**config.mk**
```make
export PLATFORM = sky130hd
export DESIGN_NAME = car_warning_ctrl_flat
export DESIGN_NICKNAME = d
export VERILOG_FILES = /design/src/rtl/car_warning_ctrl_if.sv /design/src/rtl/car_warning_ctrl.sv /design/src/flat_wrapper.sv
export SDC_FILE = /design/constraint.sdc
export NUM_CORES = 1
export LEC_CHECK = 0
export BUFFER_PORTS_ARGS = -buffer_cell sky130_fd_sc_hd__buf_2
export CORE_ASPECT_RATIO = 0.8
export CORE_MARGIN = 5
export CORE_UTILIZATION = 42
export DETAILED_ROUTE_END_ITERATION = 16
export PLACE_DENSITY_LB_ADDON = 0.12
export SYNTH_ARGS = -nofsm -noshare
export SYNTH_HDL_FRONTEND = slang
export SYNTH_SLANG_ARGS = --single-unit
```
**constraint.sdc**
```tcl
create_clock -name clk -period 1.9 [get_ports clk]
set_input_delay 0.095 -clock clk [delete_from_list [all_inputs] [get_ports clk]]
set_output_delay 0.095 -clock clk [all_outputs]
set_load 0.1 [all_outputs]
```
**src/rtl/car_warning_ctrl_if.sv**
```systemverilog
// rtl/car_warning_ctrl_if.sv - body-sensor inputs and dashboard outputs of the warning controller
interface car_warning_ctrl_if #(
    parameter int NUM_DOORS = 4,
    parameter int NUM_SEATS = 2
);
    logic                 Ignition;
    logic [NUM_DOORS-1:0] DoorClose;
    logic [NUM_SEATS-1:0] Occupied;
    logic [NUM_SEATS-1:0] SeatBelt;
    logic                 Ack;
    logic                 Warning;
    logic                 Lamp;
    logic                 Chime;
    logic                 DoorWarn;
    logic [NUM_SEATS-1:0] BeltWarn;

    modport master (
        output Ignition, DoorClose, Occupied, SeatBelt, Ack,
        input  Warning, Lamp, Chime, DoorWarn, BeltWarn
    );

    modport slave (
        input  Ignition, DoorClose, Occupied, SeatBelt, Ack,
        output Warning, Lamp, Chime, DoorWarn, BeltWarn
    );
endinterface

```
**src/rtl/car_warning_ctrl.sv**
```systemverilog
// rtl/car_warning_ctrl.sv - door/belt warning FSM with grace period, blinking lamp and mutable chime
module car_warning_ctrl #(
    parameter int NUM_DOORS   = 4,
    parameter int NUM_SEATS   = 2,
    parameter int TICK_DIV    = 1000,
    parameter int GRACE_TICKS = 5,
    parameter int CHIME_TICKS = 30,
    parameter int BLINK_HALF  = 2
) (
    input logic                 clk,
    input logic                 rst_n,
    car_warning_ctrl_if.slave   bus
);
    localparam int NF = NUM_DOORS + NUM_SEATS;
    localparam int PW = $clog2(TICK_DIV) + 1;
    localparam int GW = $clog2(GRACE_TICKS) + 1;
    localparam int CW = $clog2(CHIME_TICKS + 1) + 1;
    localparam int BW = $clog2(BLINK_HALF) + 1;

    localparam logic [1:0] IDLE  = 2'd0;
    localparam logic [1:0] GRACE = 2'd1;
    localparam logic [1:0] ALARM = 2'd2;
    localparam logic [1:0] MUTED = 2'd3;

    logic                 ign_q;
    logic [NUM_DOORS-1:0] door_q;
    logic [NUM_SEATS-1:0] occ_q;
    logic [NUM_SEATS-1:0] belt_q;
    logic                 ack_s;
    logic                 ack_q;
    logic                 ack_qq;
    logic                 door_warn;
    logic [NUM_SEATS-1:0] belt_warn;

    logic [1:0]    state;
    logic [1:0]    nxt;
    logic [PW-1:0] pre;
    logic [GW-1:0] grace_cnt;
    logic [BW-1:0] blink_cnt;
    logic [CW-1:0] chime_cnt;
    logic          lamp_on;
    logic [NF-1:0] mask;

    logic [NF-1:0] f;
    logic          fault;
    logic          ack_edge;
    logic          tick;

    assign f        = {{NUM_DOORS{ign_q}} & ~door_q, {NUM_SEATS{ign_q}} & occ_q & ~belt_q};
    assign fault    = |f;
    assign ack_edge = ack_q & ~ack_qq;
    assign tick     = (pre == PW'(TICK_DIV - 1));

    // Losing every fault source overrides all other transitions.
    always_comb begin
        nxt = state;
        if (!fault) begin
            nxt = IDLE;
        end else begin
            case (state)
                IDLE:    nxt = GRACE;
                GRACE:   if (tick && grace_cnt == GW'(GRACE_TICKS - 1)) nxt = ALARM;
                ALARM:   if (ack_edge) nxt = MUTED;
                MUTED:   if (|(f & ~mask)) nxt = ALARM;
                default: nxt = IDLE;
            endcase
        end
    end

    always_ff @(posedge clk) begin
        if (!rst_n) begin
            ign_q     <= 1'b0;
            door_q    <= '0;
            occ_q     <= '0;
            belt_q    <= '0;
            ack_s     <= 1'b0;
            ack_q     <= 1'b0;
            ack_qq    <= 1'b0;
            door_warn <= 1'b0;
            belt_warn <= '0;
            state     <= IDLE;
            pre       <= '0;
            grace_cnt <= '0;
            blink_cnt <= '0;
            chime_cnt <= '0;
            lamp_on   <= 1'b0;
            mask      <= '0;
        end else begin
            ign_q     <= bus.Ignition;
            door_q    <= bus.DoorClose;
            occ_q     <= bus.Occupied;
            belt_q    <= bus.SeatBelt;
            ack_s     <= bus.Ack;
            ack_q     <= ack_s;
            ack_qq    <= ack_q;
            door_warn <= |({NUM_DOORS{bus.Ignition}} & ~bus.DoorClose);
            belt_warn <= {NUM_SEATS{bus.Ignition}} & bus.Occupied & ~bus.SeatBelt;
            state     <= nxt;

            // Every transition restarts timing, so ALARM re-entry always begins lamp-on with a fresh chime.
            if (nxt != state) begin
                pre       <= '0;
                grace_cnt <= '0;
                blink_cnt <= '0;
                chime_cnt <= '0;
                lamp_on   <= 1'b1;
            end else begin
                pre <= tick ? '0 : pre + 1'b1;
                if (tick && state == GRACE && grace_cnt != GW'(GRACE_TICKS))
                    grace_cnt <= grace_cnt + 1'b1;
                if (tick && state == ALARM) begin
                    if (blink_cnt == BW'(BLINK_HALF - 1)) begin
                        blink_cnt <= '0;
                        lamp_on   <= ~lamp_on;
                    end else begin
                        blink_cnt <= blink_cnt + 1'b1;
                    end
                    if (chime_cnt != CW'(CHIME_TICKS))
                        chime_cnt <= chime_cnt + 1'b1;
                end
            end

            if (state == ALARM && nxt == MUTED)
                mask <= f;
            else if (state == MUTED)
                mask <= mask & f;
            else if (state == IDLE)
                mask <= '0;
        end
    end

    assign bus.Warning  = (state == ALARM) || (state == MUTED);
    assign bus.Lamp     = ((state == ALARM) && lamp_on) || (state == MUTED);
    assign bus.Chime    = (state == ALARM) && lamp_on && (chime_cnt < CW'(CHIME_TICKS));
    assign bus.DoorWarn = door_warn;
    assign bus.BeltWarn = belt_warn;
endmodule

```
**src/flat_wrapper.sv**
```systemverilog
// flat-port wrapper written by rule: the top's interface ports become plain ports
module car_warning_ctrl_flat 
#(
    parameter int NUM_DOORS   = 4,
    parameter int NUM_SEATS   = 2,
    parameter int TICK_DIV    = 1000,
    parameter int GRACE_TICKS = 5,
    parameter int CHIME_TICKS = 30,
    parameter int BLINK_HALF  = 2
)
  (clk, rst_n, bus_Ignition, bus_DoorClose, bus_Occupied, bus_SeatBelt, bus_Ack, bus_Warning, bus_Lamp, bus_Chime, bus_DoorWarn, bus_BeltWarn);
  car_warning_ctrl_if #(.NUM_DOORS(NUM_DOORS), .NUM_SEATS(NUM_SEATS)) bus_i ();
  input logic clk;
  input logic rst_n;
  input wire logic [$bits(bus_i.Ignition)-1:0] bus_Ignition;
  input wire logic [$bits(bus_i.DoorClose)-1:0] bus_DoorClose;
  input wire logic [$bits(bus_i.Occupied)-1:0] bus_Occupied;
  input wire logic [$bits(bus_i.SeatBelt)-1:0] bus_SeatBelt;
  input wire logic [$bits(bus_i.Ack)-1:0] bus_Ack;
  output wire logic [$bits(bus_i.Warning)-1:0] bus_Warning;
  output wire logic [$bits(bus_i.Lamp)-1:0] bus_Lamp;
  output wire logic [$bits(bus_i.Chime)-1:0] bus_Chime;
  output wire logic [$bits(bus_i.DoorWarn)-1:0] bus_DoorWarn;
  output wire logic [$bits(bus_i.BeltWarn)-1:0] bus_BeltWarn;
  assign bus_i.Ignition = bus_Ignition;
  assign bus_i.DoorClose = bus_DoorClose;
  assign bus_i.Occupied = bus_Occupied;
  assign bus_i.SeatBelt = bus_SeatBelt;
  assign bus_i.Ack = bus_Ack;
  assign bus_Warning = bus_i.Warning;
  assign bus_Lamp = bus_i.Lamp;
  assign bus_Chime = bus_i.Chime;
  assign bus_DoorWarn = bus_i.DoorWarn;
  assign bus_BeltWarn = bus_i.BeltWarn;
  car_warning_ctrl #(.NUM_DOORS(NUM_DOORS), .NUM_SEATS(NUM_SEATS), .TICK_DIV(TICK_DIV), .GRACE_TICKS(GRACE_TICKS), .CHIME_TICKS(CHIME_TICKS), .BLINK_HALF(BLINK_HALF)) u_core (.clk(clk), .rst_n(rst_n), .bus(bus_i));
endmodule
```
==> results.md <==
- Synth unique cells: 47
- Layout cell share with drive strength beyond 1: 0.319
- Fin util: 0.574
- Tightest Hold Check Type: in2reg
- Root buffer cell: clkbuf_8
- Psw: 0.435 mW
- Total die area: 6880 um^2
- Post-synthesis sequential area ratio: 0.422
- Crit Reg-Reg Startpoint: u_core.pre[3]
- Setup slack after placement: -0.204 ns
- Min-delay src: bus_DoorClose[1]
- Clock Latency Late Sink: 0.31 ns
- Endpoint class of the critical path: flop
- Gr ovfl total: 0
- Final period util: 1.05
- Height of the die: 75.2 um
- Internal Pwr Total: roughly 1.4 mW
- Post-synthesis async set-or-reset flop share: 0
- Failing checks: negative setup slack
- RD Place Congestion: 0.828
- Mapped Area: 2230 um^2
- RR Endpoint: u_core.pre[8]
- Worst-path clk slew: 0.09 ns
- Max Fanout on Critical Path: 15
- Power Dens Cells: 623 nW/um^2
- Final setup vio count: 24
- Status: finished, violations left
- Core area: a little over 5000 um^2
- Post-CTS setup repair buffer count: 0
- Commonest register cell after synthesis: dfxtp_1
- Worst reg2reg path depth: 6
- TritonCTS clock tree: built
- Peak supply drop: about 0.34 mV
- Initial antenna violation count: 0
- Max Freq: 503 MHz
- Initial Util: 0.438
- Final Max Slew Viols: 0
- Synthesis-stage register bit count: 47
- TritonCTS Buffers: 5
- Wirelength, routed: 4.60 mm
- Clock Power Share: 0.345
- Min setup slack post-route: -0.0887 ns
- Required @ worst endpoint: 2.09 ns
- Final Hold Fails: 0
- Max-slew headroom: 0.611
- CTS Buffer Depth: 2
- Data arrival, critical path: 2.18 ns
- WL/cell: 12.7 um
- Initial DRT Pass Iterations: 4
- First-pass GRT wire length: 8.22 mm
- Iter 0 DRT Violations: 65
- Antenna viol nets, final: 0
- Yosys warns: 0
- Diode count: 0
- Sequential Power Share: 0.560
- Hold EP: u_core.bus.DoorWarn
- Most frequent cells in the layout: 44 x buf_4, 44 x dfxtp_1, 20 x nor3_1
- I/O pins: 18
- Vias in the first global route: 1804
- Fill cell total of the finished layout: 437
- Switch share: 0.239
- Max-Cap Viols: 0
- Pin count of the biggest net entering global routing: 22
- Final net count: between 300 and 400
- Vias/cell: 5.04
- Port Buf Inserts: 17
- GRT Util Overall: 0.150
- Worst Tran Pin Value: 0.577 ns
- Fin Clk Skew: between 0.01 and 0.015 ns
- Comb power frac: 0.095
- Setup CP Type: reg2reg
- Via count: 1829
- HPWL after DPL: roughly 3.5 mm
- Post-synth EDFFs: 0
- H-tree depth: 2
- Worst R2R Setup Slack: -0.09 ns
- Cells after synthesis: 234
- Setup repair after global routing missed its margin: yes
- Row cnt: 23
- Element type at the critical path start: flop
- Leakage: 1.16 nW
- Die width: 91.5 um
- Clock sinks: 47
- Syn Area/Cell: 9.53 um^2
- Area grow syn2layout: 31.0%
- # DRC: 0
- Mapped Nets: roughly 260
- Worst Hold Depth: 2
- Tmin final: between 1.5 and 2 ns
==> final cells by class <==
| type | instances | area (um^2) | area share |
|---|---|---|---|
| clock buffers | 7 | 86.3 | 0.0295 |
| clock inverters | 1 | 8.76 | 0.00300 |
| inverters | 11 | 41.3 | 0.0141 |
| multi-input cells | 168 | 1250 | 0.427 |
| flip-flops and latches | 47 | 945 | 0.323 |
| well taps | 62 | 77.6 | 0.0265 |
| repair buffers | 67 | 517 | 0.177 |
==> power by group through the flow <==
stage / Combinational (mW) / Clock (mW) / Sequential [mW]
2_1_floorplan: 0.0758 / 0 / 1.06
3_3_place_gp: 0.165 / 0 / 1.04
3_5_place_dp: 0.165 / 0 / 1.04
4_1_cts: 0.173 / 0.661 / 1.02
5_1_grt: 0.189 / 0.693 / 1.02
6_report: 0.173 / 0.629 / 1.02
==> synthesized netlist by cell type (all sizes together) (3+ instances only) <==
cell     n  area share
nand3    9       0.020
nor4     3      0.0084
ha      11       0.062
a21boi   6       0.020
inv     10       0.017
nor2b    3      0.0084
nand4    5       0.014
clkbuf   5      0.0084
nor2    10       0.017
buf      3       0.015
or2      5       0.014
nor3    28       0.076
nand3b   4       0.013
o31ai    3       0.010
and3     4       0.011
nand2    9       0.015
o21ai    4      0.0090
and2    11       0.031
xnor2   13       0.051
o21a     8       0.027
dfxtp   47        0.42
xor2     5       0.020
==> repair_timing <==
action | CTS | global route
hold endpoints to repair | 4 | 0
endpoints found under the setup margin | 25 | 28
pin swaps | 0 | 0
hold buffers | 4 | 0
resized for setup | 7 | 7
==> per-stage QoR <==
stage | cells | setup TNS [ns] | power [mW] | cell area [um^2] | hold WS (ns)
6_report | 363 | -1.58 | 1.82 | 2920 | 0.00806
3_5_place_dp | 351 | -1.44 | 1.21 | 2740 | 0.306
4_1_cts | 363 | -1.76 | 1.85 | 2890 | 0.0000709
5_1_grt | 363 | -3.16 | 1.91 | 2920 | 0.00332
3_3_place_gp | 351 | -1.25 | 1.21 | 2740 | 0.305
2_1_floorplan | 234 | -3.10 | 1.13 | 2240 | 0.206
==> worst max-delay path, cell delays in order, from the launching register on <==
cell       delay (ns)
dfxtp_2          0.33
or3_4            0.39
or3_4            0.38
o31a_1           0.28
o2111ai_4        0.25
buf_12           0.19
nor3_1           0.05
==> cell families after synthesis <==
group | after synthesis | share of synthesized area
fa+ha+maj | 11 | 0.0617
mux | 2 | 0.00897
xor+xnor | 18 | 0.0707
compound gates | 37 | 0.132
simple gates | 100 | 0.262
flops | 47 | 0.422
buf+inv | 19 | 0.0421
==> state kept, by name, indices dropped and copies added (netlist names), 2 cells and up <==
| register | flops |
|---|---|
| u_core.pre | 11 |
| u_core.chime_cnt | 6 |
| u_core.mask | 6 |
| u_core.door_q | 4 |
| u_core.grace_cnt | 4 |
| u_core.belt_q | 2 |
| u_core.blink_cnt | 2 |
| u_core.bus.BeltWarn | 2 |
| u_core.occ_q | 2 |
| u_core.state | 2 |
==> metal layers <==
| layer | part of all wire | GRT usage | wire length (um) | up-vias |
|---|---|---|---|---|
| met4 | 0.017 | 0.0652 | 79 | 0 |
| met1 | 0.53 | 0.204 | 2460 | 829 |
| met3 | 0.032 | 0.0300 | 148 | 7 |
| met5 | 0 | 0 | 0 | - |
| li1 | - | - | - | 968 |
| met2 | 0.42 | 0.235 | 1920 | 25 |
==> how the worst max path moves through the flow <==
stage | start | endpoint | slack, ns | cells after the start
global route | u_core.state[0] | u_core.chime_cnt[1] | -0.18 | 8
global placement | u_core.state[0] | u_core.chime_cnt[1] | -0.08 | 8
floorplan | u_core.pre[3] | u_core.chime_cnt[2] | -0.16 | 7
CTS | u_core.pre[3] | u_core.pre[3] | -0.1 | 6
finish | u_core.pre[3] | u_core.pre[8] | -0.09 | 6
detailed placement | u_core.state[0] | u_core.chime_cnt[1] | -0.20 | 8
No activity file was read; power rests on OpenSTA's default activity.
